**src/rtl/rac_pkg.sv**
```systemverilog
// rtl/rac_pkg.sv - shared types and constants for the register access controller
package rac_pkg;

    localparam int REG_IDX_W = 5;
    localparam int WB_ADDR_W = 32;
    localparam logic [31:0] RESET_DATA = 32'hFFFF_FFFF;

    typedef enum logic [2:0] {
        IDLE,
        RD1_REQ,
        RD1_WAIT,
        RD2_REQ,
        RD2_WAIT,
        WR_REQ,
        WR_WAIT,
        OP_OUT
    } state_t;

    typedef enum logic [1:0] {
        BUS_IDLE,
        BUS_REQ,
        BUS_WAIT
    } bus_phase_t;

    function automatic logic [WB_ADDR_W-1:0] idx_to_addr(input logic [REG_IDX_W-1:0] idx);
        return {{(WB_ADDR_W-REG_IDX_W){1'b0}}, idx};
    endfunction

endpackage

```
**src/rtl/reg_access_ctrl_if.sv**
```systemverilog
// rtl/reg_access_ctrl_if.sv - Wishbone link between the controller and the register file
interface reg_access_ctrl_if #(
    parameter int DATA_W = 32
);
    logic              stb;
    logic              we;
    logic [31:0]       addr;
    logic [DATA_W-1:0] wdata;
    logic [DATA_W-1:0] rdata;
    logic              ack;
    logic              stall;

    modport master (
        output stb, we, addr, wdata,
        input  rdata, ack, stall
    );

    modport slave (
        input  stb, we, addr, wdata,
        output rdata, ack, stall
    );
endinterface

```
**src/rtl/wb_single_master.sv**
```systemverilog
// rtl/wb_single_master.sv - one-outstanding Wishbone request/wait engine with ack timeout
module wb_single_master
    import rac_pkg::*;
#(
    parameter int DATA_W      = 32,
    parameter int ACK_TIMEOUT = 16
) (
    input  logic                 i_clk,
    input  logic                 i_reset_n,
    input  logic                 i_start,
    input  logic                 i_we,
    input  logic [REG_IDX_W-1:0] i_idx,
    input  logic [DATA_W-1:0]    i_wdata,
    output logic                 o_accepted,
    output logic                 o_done,
    output logic                 o_timeout,
    output logic [DATA_W-1:0]    o_rdata,
    reg_access_ctrl_if.master    wb
);
    localparam int CNT_W = $clog2(ACK_TIMEOUT);
    localparam logic [CNT_W-1:0] CNT_LAST = CNT_W'(ACK_TIMEOUT - 1);

    bus_phase_t        phase;
    logic [CNT_W-1:0]  wait_cnt;
    logic              stb_q;
    logic              we_q;
    logic [31:0]       addr_q;
    logic [DATA_W-1:0] wdata_q;

    assign wb.stb   = stb_q;
    assign wb.we    = we_q;
    assign wb.addr  = addr_q;
    assign wb.wdata = wdata_q;

    // Ack wins over a timeout landing on the same cycle; acks outside WAIT are ignored.
    assign o_accepted = (phase == BUS_REQ) && !wb.stall;
    assign o_timeout  = (phase == BUS_WAIT) && !wb.ack && (wait_cnt == CNT_LAST);
    assign o_done     = (phase == BUS_WAIT) && (wb.ack || (wait_cnt == CNT_LAST));
    assign o_rdata    = wb.ack ? wb.rdata : DATA_W'(RESET_DATA);

    // Strobe/address held through stall; a new start may overlap the completing cycle.
    always_ff @(posedge i_clk) begin
        if (!i_reset_n) begin
            phase    <= BUS_IDLE;
            wait_cnt <= '0;
            stb_q    <= 1'b0;
            we_q     <= 1'b0;
            addr_q   <= '0;
            wdata_q  <= '0;
        end else if (i_start) begin
            phase    <= BUS_REQ;
            wait_cnt <= '0;
            stb_q    <= 1'b1;
            we_q     <= i_we;
            addr_q   <= idx_to_addr(i_idx);
            wdata_q  <= i_wdata;
        end else begin
            case (phase)
                BUS_REQ: begin
                    if (!wb.stall) begin
                        stb_q    <= 1'b0;
                        phase    <= BUS_WAIT;
                        wait_cnt <= '0;
                    end
                end
                BUS_WAIT: begin
                    if (o_done) begin
                        phase <= BUS_IDLE;
                    end else begin
                        wait_cnt <= wait_cnt + 1'b1;
                    end
                end
                default: phase <= BUS_IDLE;
            endcase
        end
    end

endmodule

```
**src/rtl/reg_access_ctrl.sv**
```systemverilog
// rtl/reg_access_ctrl.sv - operand-read / writeback sequencer over a single Wishbone master
module reg_access_ctrl
    import rac_pkg::*;
#(
    parameter int DATA_W      = 32,
    parameter int ACK_TIMEOUT = 16
) (
    input  logic                 i_clk,
    input  logic                 i_reset_n,
    input  logic                 i_rd_valid,
    output logic                 o_rd_ready,
    input  logic [REG_IDX_W-1:0] i_rs1,
    input  logic [REG_IDX_W-1:0] i_rs2,
    output logic                 o_op_valid,
    input  logic                 i_op_ready,
    output logic [DATA_W-1:0]    o_rs1_data,
    output logic [DATA_W-1:0]    o_rs2_data,
    input  logic                 i_wr_valid,
    output logic                 o_wr_ready,
    input  logic [REG_IDX_W-1:0] i_wr_rd,
    input  logic [DATA_W-1:0]    i_wr_data,
    output logic                 o_wr_done,
    reg_access_ctrl_if.master    wb,
    output logic                 o_err
);
    state_t                 state;
    logic [REG_IDX_W-1:0]   rs1_q;
    logic [REG_IDX_W-1:0]   rs2_q;
    logic [DATA_W-1:0]      rs1_data_q;
    logic [DATA_W-1:0]      rs2_data_q;
    logic                   wr_done_q;
    logic                   err_q;

    logic                   bus_start;
    logic                   bus_we;
    logic [REG_IDX_W-1:0]   bus_idx;
    logic [DATA_W-1:0]      bus_wdata;
    logic                   bus_accepted;
    logic                   bus_done;
    logic                   bus_timeout;
    logic [DATA_W-1:0]      bus_rdata;

    assign o_wr_ready = (state == IDLE);
    assign o_rd_ready = (state == IDLE) && !i_wr_valid;
    assign o_op_valid = (state == OP_OUT);
    assign o_rs1_data = rs1_data_q;
    assign o_rs2_data = rs2_data_q;
    assign o_wr_done  = wr_done_q;
    assign o_err      = err_q;

    // Launch a bus request on the same edge the FSM enters a *_REQ state.
    always_comb begin
        bus_start = 1'b0;
        bus_we    = 1'b0;
        bus_idx   = '0;
        bus_wdata = '0;
        case (state)
            IDLE: begin
                if (i_wr_valid) begin
                    if (i_wr_rd != '0) begin
                        bus_start = 1'b1;
                        bus_we    = 1'b1;
                        bus_idx   = i_wr_rd;
                        bus_wdata = i_wr_data;
                    end
                end else if (i_rd_valid) begin
                    if (i_rs1 != '0) begin
                        bus_start = 1'b1;
                        bus_idx   = i_rs1;
                    end else if (i_rs2 != '0) begin
                        bus_start = 1'b1;
                        bus_idx   = i_rs2;
                    end
                end
            end
            RD1_WAIT: begin
                if (bus_done && (rs2_q != '0) && (rs2_q != rs1_q)) begin
                    bus_start = 1'b1;
                    bus_idx   = rs2_q;
                end
            end
            default: ;
        endcase
    end

    // Main sequencer: write beats read on a tie, x0 and rs2==rs1 skip the bus.
    always_ff @(posedge i_clk) begin
        if (!i_reset_n) begin
            state      <= IDLE;
            rs1_q      <= '0;
            rs2_q      <= '0;
            rs1_data_q <= DATA_W'(RESET_DATA);
            rs2_data_q <= DATA_W'(RESET_DATA);
            wr_done_q  <= 1'b0;
            err_q      <= 1'b0;
        end else begin
            wr_done_q <= 1'b0;
            err_q     <= 1'b0;
            case (state)
                IDLE: begin
                    if (i_wr_valid) begin
                        if (i_wr_rd == '0) wr_done_q <= 1'b1;
                        else               state     <= WR_REQ;
                    end else if (i_rd_valid) begin
                        rs1_q <= i_rs1;
                        rs2_q <= i_rs2;
                        if (i_rs1 != '0) begin
                            state <= RD1_REQ;
                        end else begin
                            rs1_data_q <= '0;
                            if (i_rs2 == '0) begin
                                rs2_data_q <= '0;
                                state      <= OP_OUT;
                            end else begin
                                state <= RD2_REQ;
                            end
                        end
                    end
                end
                RD1_REQ: if (bus_accepted) state <= RD1_WAIT;
                RD1_WAIT: begin
                    if (bus_done) begin
                        rs1_data_q <= bus_rdata;
                        err_q      <= bus_timeout;
                        if (rs2_q == '0) begin
                            rs2_data_q <= '0;
                            state      <= OP_OUT;
                        end else if (rs2_q == rs1_q) begin
                            rs2_data_q <= bus_rdata;
                            state      <= OP_OUT;
                        end else begin
                            state <= RD2_REQ;
                        end
                    end
                end
                RD2_REQ: if (bus_accepted) state <= RD2_WAIT;
                RD2_WAIT: begin
                    if (bus_done) begin
                        rs2_data_q <= bus_rdata;
                        err_q      <= bus_timeout;
                        state      <= OP_OUT;
                    end
                end
                WR_REQ: if (bus_accepted) state <= WR_WAIT;
                WR_WAIT: begin
                    if (bus_done) begin
                        wr_done_q <= 1'b1;
                        err_q     <= bus_timeout;
                        state     <= IDLE;
                    end
                end
                OP_OUT: if (i_op_ready) state <= IDLE;
                default: state <= IDLE;
            endcase
        end
    end

    wb_single_master #(
        .DATA_W      (DATA_W),
        .ACK_TIMEOUT (ACK_TIMEOUT)
    ) u_wb_master (
        .i_clk      (i_clk),
        .i_reset_n  (i_reset_n),
        .i_start    (bus_start),
        .i_we       (bus_we),
        .i_idx      (bus_idx),
        .i_wdata    (bus_wdata),
        .o_accepted (bus_accepted),
        .o_done     (bus_done),
        .o_timeout  (bus_timeout),
        .o_rdata    (bus_rdata),
        .wb         (wb)
    );

endmodule

```
**src/flat_wrapper.sv**
```systemverilog
// flat-port wrapper written by rule: the top's interface ports become plain ports
module reg_access_ctrl_flat import rac_pkg::*;
#(
    parameter int DATA_W      = 32,
    parameter int ACK_TIMEOUT = 16
)
  (i_clk, i_reset_n, i_rd_valid, o_rd_ready, i_rs1, i_rs2, o_op_valid, i_op_ready, o_rs1_data, o_rs2_data, i_wr_valid, o_wr_ready, i_wr_rd, i_wr_data, o_wr_done, o_err, wb_stb, wb_we, wb_addr, wb_wdata, wb_rdata, wb_ack, wb_stall);
  reg_access_ctrl_if #(.DATA_W(DATA_W)) wb_i ();
  input  logic i_clk;
  input  logic i_reset_n;
  input  logic i_rd_valid;
  output logic o_rd_ready;
  input  logic [REG_IDX_W-1:0] i_rs1;
  input  logic [REG_IDX_W-1:0] i_rs2;
  output logic o_op_valid;
  input  logic i_op_ready;
  output logic [DATA_W-1:0] o_rs1_data;
  output logic [DATA_W-1:0] o_rs2_data;
  input  logic i_wr_valid;
  output logic o_wr_ready;
  input  logic [REG_IDX_W-1:0] i_wr_rd;
  input  logic [DATA_W-1:0] i_wr_data;
  output logic o_wr_done;
  output logic o_err;
  output wire logic [$bits(wb_i.stb)-1:0] wb_stb;
  output wire logic [$bits(wb_i.we)-1:0] wb_we;
  output wire logic [$bits(wb_i.addr)-1:0] wb_addr;
  output wire logic [$bits(wb_i.wdata)-1:0] wb_wdata;
  input wire logic [$bits(wb_i.rdata)-1:0] wb_rdata;
  input wire logic [$bits(wb_i.ack)-1:0] wb_ack;
  input wire logic [$bits(wb_i.stall)-1:0] wb_stall;
  assign wb_stb = wb_i.stb;
  assign wb_we = wb_i.we;
  assign wb_addr = wb_i.addr;
  assign wb_wdata = wb_i.wdata;
  assign wb_i.rdata = wb_rdata;
  assign wb_i.ack = wb_ack;
  assign wb_i.stall = wb_stall;
  reg_access_ctrl #(.DATA_W(DATA_W), .ACK_TIMEOUT(ACK_TIMEOUT)) u_core (.i_clk(i_clk), .i_reset_n(i_reset_n), .i_rd_valid(i_rd_valid), .o_rd_ready(o_rd_ready), .i_rs1(i_rs1), .i_rs2(i_rs2), .o_op_valid(o_op_valid), .i_op_ready(i_op_ready), .o_rs1_data(o_rs1_data), .o_rs2_data(o_rs2_data), .i_wr_valid(i_wr_valid), .o_wr_ready(o_wr_ready), .i_wr_rd(i_wr_rd), .i_wr_data(i_wr_data), .o_wr_done(o_wr_done), .wb(wb_i), .o_err(o_err));
endmodule
```
**config.mk**
```make
export PLATFORM = sky130hd
export DESIGN_NAME = reg_access_ctrl_flat
export DESIGN_NICKNAME = d
export VERILOG_FILES = /design/src/rtl/rac_pkg.sv /design/src/rtl/reg_access_ctrl_if.sv /design/src/rtl/wb_single_master.sv /design/src/rtl/reg_access_ctrl.sv /design/src/flat_wrapper.sv
export SDC_FILE = /design/constraint.sdc
export NUM_CORES = 1
export LEC_CHECK = 0
export ABC_CLOCK_PERIOD_IN_PS = 3500
export BUFFER_PORTS_ARGS = -buffer_cell sky130_fd_sc_hd__clkbuf_2
export CAP_MARGIN = 20
export CORE_UTILIZATION = 51
export DETAILED_ROUTE_END_ITERATION = 16
export GPL_TIMING_DRIVEN = 0
export PLACE_DENSITY = 0.91
export SLEW_MARGIN = 20
export SYNTH_ARGS = -nofsm -noshare
export SYNTH_HDL_FRONTEND = slang
export SYNTH_SLANG_ARGS = --single-unit
```
**constraint.sdc**
```tcl
create_clock -name i_clk -period 3.5 [get_ports i_clk]
set_clock_uncertainty 0.2 [all_clocks]
set_input_delay 0.7 -clock i_clk [delete_from_list [all_inputs] [get_ports i_clk]]
set_output_delay 0.7 -clock i_clk [all_outputs]
set_load 0.03 [all_outputs]
```
==> results.json <==
{
  "status": "complete, no violations",
  "cts-root-buf": "clkbuf_8",
  "fin_crit_sh_pct": 81.6,
  "synth_compound_area_share_pct": 23.4,
  "ys_seq_area_share_pct": 49.5,
  "synthArstFlopShare_pct": 0,
  "gp_congestion": 0.942,
  "io_buffers": 193,
  "grt_pass1_vias": 4799,
  "ant_nets": 0,
  "drive_above_1_share_pct": 34.9,
  "avgSynthCellArea_sq_um": 9.14,
  "total_leakage_power_uw": 0.00328,
  "grt_max_degree": 17,
  "p_int_uw": 3440,
  "slew_headroom_pct": 55.1,
  "synthAdderAreaFrac_pct": 0.249,
  "dieArea_sq_um": 10200,
  "cts_tree": "yes",
  "tns_ns": 0,
  "cts_buffers": 17,
  "clock_power_share_pct": 33.3,
  "die_y_um": 101,
  "synth.area.top_cells": "dfxtp_1, nor2_1, a22o_1",
  "power.density_nw_per_um2": 810,
  "post_cts_buffers": 0,
  "drv_slew": 0,
  "n_fill_cell": 682,
  "tightest_slew_ns": 0.669,
  "setup_viol": 0,
  "final_common_cell": "clkbuf_2",
  "crit_type": "reg -> reg",
  "final_cell_mix": "clkbuf_2, dfxtp_1, nor2_1",
  "ys_ff_latch": 124,
  "gr-total-overflow": 0,
  "synth_top_family_by_area": "compound AO/OA/AOI/OAI gates",
  "vias_per_cell": 5.54,
  "period_needed_ns": 2.86,
  "num-nets-final": 874,
  "pin_count": 221,
  "clk_pin_slew_ns": 0.06,
  "syn_to_final_growth_pct": 36.9,
  "synthDistinctLibCells": 59,
  "synth_simple_gate_area_share_pct": 17.3,
  "cts_hold_buf": 0,
  "initial_core_util_pct": 53.5,
  "routed_wl_um": 15000,
  "rsz0062_at_grt": "no",
  "syn_inst": 549,
  "p_sw_share_pct": 38.2,
  "synthFlopType": "dfxtp_1",
  "wl_per_cell_um": 16.1,
  "synth-xor-area-share_pct": 1.05,
  "cap_violations": 0,
  "cp-end-kind": "flop",
  "synth_mux_area_share_pct": 0.399,
  "fp.coreArea_sq_um": 9370,
  "regArea_sq_um": 2480,
  "cts.sinks": 124,
  "syn-cell-area_sq_um": 5020,
  "hp-class": "in -> reg",
  "cts-root-to-sink-buffers": 2,
  "cp_data_arrival_time_ns": 3.06,
  "hold_viol": 0,
  "clock_latency_ns": 0.51,
  "ys_warn_count": 0,
  "finalWorstSetupSlack_ns": 0.645,
  "num_vias": 5144,
  "cp_max_fo": 10,
  "fmax_ghz": 0.350,
  "drt_iter0_markers": 380,
  "seqPwrFrac_pct": 34.0,
  "htreeDepth": 4,
  "ir_drop_mv": 0.546,
  "grt_usage_pct": 28.8,
  "hpwl_um": 11100,
  "yosysTopAreaCellShare_pct": 49.5,
  "synth_area_leader_cell": "dfxtp_1",
  "p_sw_uw": 2120,
  "die_x_um": 101,
  "n_antenna_cell": 0,
  "multiInputGateArea_sq_um": 2230,
  "combPwrFrac_pct": 32.7,
  "cts_resized": 0,
  "required_ns": 3.71,
  "rows": 35,
  "antenna_found_initial": 0,
  "startpoint_type": "flop",
  "grt_pass1_wl_um": 23100,
  "pre_cts_ws_ns": 0.555,
  "post-route-drc-count": 0,
  "synth-edff-count": 0,
  "first_pass_iters": 5
}
cell usage after synthesis (3+ instances only):
master and number:
nor2b_1 3, buf_6 3, nand4_1 3, o22ai_1 33, nand3_1 3, xor2_1 5, nand2_1 65, buf_4 28
inv_1 5, a21o_1 3, o311ai_0 5, nor2_1 76, o21ai_0 5, clkbuf_1 27, a21oi_1 17, nor3_1 9
a211oi_1 12, nand2b_1 4, nor4_1 3, dfxtp_1 124, a22o_1 32, buf_2 6, o211ai_1 29, a221oi_1 4
a31oi_1 3
worst paths after layout:
check	slack [ns]	from	endpoint	cells past startpoint
min	0.20	i_wr_data[24]	u_core.u_wb_master.wb.wdata[24]	2
min reg2reg	0.26	u_core.u_wb_master.wb.stb	u_core.u_wb_master.wb.stb	2
max reg2reg	0.64	u_core.u_wb_master.wait_cnt[0]	u_core.u_wb_master.wb.addr[3]	7
max	0.64	u_core.u_wb_master.wait_cnt[0]	u_core.u_wb_master.wb.addr[3]	7
layer usage:
layer	global-route usage [%]	wire, um
met4	9.92	345
met5	0	0
met1	33.6	5650
met3	8.63	1530
met2	50.4	7460
logic make-up (layout without fill, tap and decap cells):
| family | Yosys count | count (layout) |
|---|---|---|
| adder cells (fa/ha/maj) | 1 | 1 |
| multiplexers | 2 | 2 |
| AND/OR/NAND/NOR | 186 | 186 |
| XOR/XNOR | 6 | 6 |
| AO/OA/AOI/OAI | 158 | 158 |
| buffers and inverters | 71 | 296 |
| other | 1 | 27 |
| flip-flops | 124 | 124 |
power groups by stage:
| stage | clock, uW | combinational, uW | sequential [uW] |
|---|---|---|---|
| finish | 1850 | 1820 | 1890 |
| global route | 1940 | 1940 | 1920 |
| CTS | 1860 | 1800 | 1880 |
| detailed placement | 0 | 1790 | 1910 |
| global placement | 0 | 1740 | 1890 |
| floorplan | 0 | 779 | 2380 |
critical path: stages, from the launching register on:
cell and delay (ns):
dfxtp_1 0.38, ha_1 0.25, a31oi_1 0.21, nand4b_1 0.57, a21oi_2 0.45, buf_4 0.24
a221oi_1 0.11, a211oi_1 0.33
cell type report:
cell class / count / share of cell area (%)
Sequential cell: 124 / 36.2
Multi-Input combinational cell: 380 / 32.5
Timing Repair Buffer: 193 / 14.1
Clock buffer: 18 / 6.09
Buffer: 64 / 5.47
Clock inverter: 14 / 3.01
Tap cell: 129 / 2.35
Inverter: 7 / 0.383
sequential cells by signal, indices dropped and copies added, names as in the netlist, 2 cells and up:
signal,cells
u_core.u_wb_master.wb.addr,5
u_core.o_rs1_data,32
u_core.state,3
u_core.u_wb_master.phase,2
u_core.u_wb_master.wait_cnt,4
u_core.rs2_q,5
u_core.rs1_q,5
u_core.o_rs2_data,32
u_core.u_wb_master.wb.wdata,32
through the flow:
stage | instances | total power (uW) | util [%] | hold slack, ns | area [sq um]
2_1_floorplan | 575 | 3160 | - | 0.248 | 5110
3_3_place_gp | 897 | 3630 | 66.6 | 0.237 | 6240
3_5_place_dp | 897 | 3700 | 66.6 | 0.254 | 6240
4_1_cts | 929 | 5550 | 73.3 | 0.182 | 6870
5_1_grt | 929 | 5790 | 73.3 | 0.178 | 6870
6_report | 929 | 5560 | 73.3 | 0.197 | 6870
Note: power is estimated with default switching activity, not from simulation.
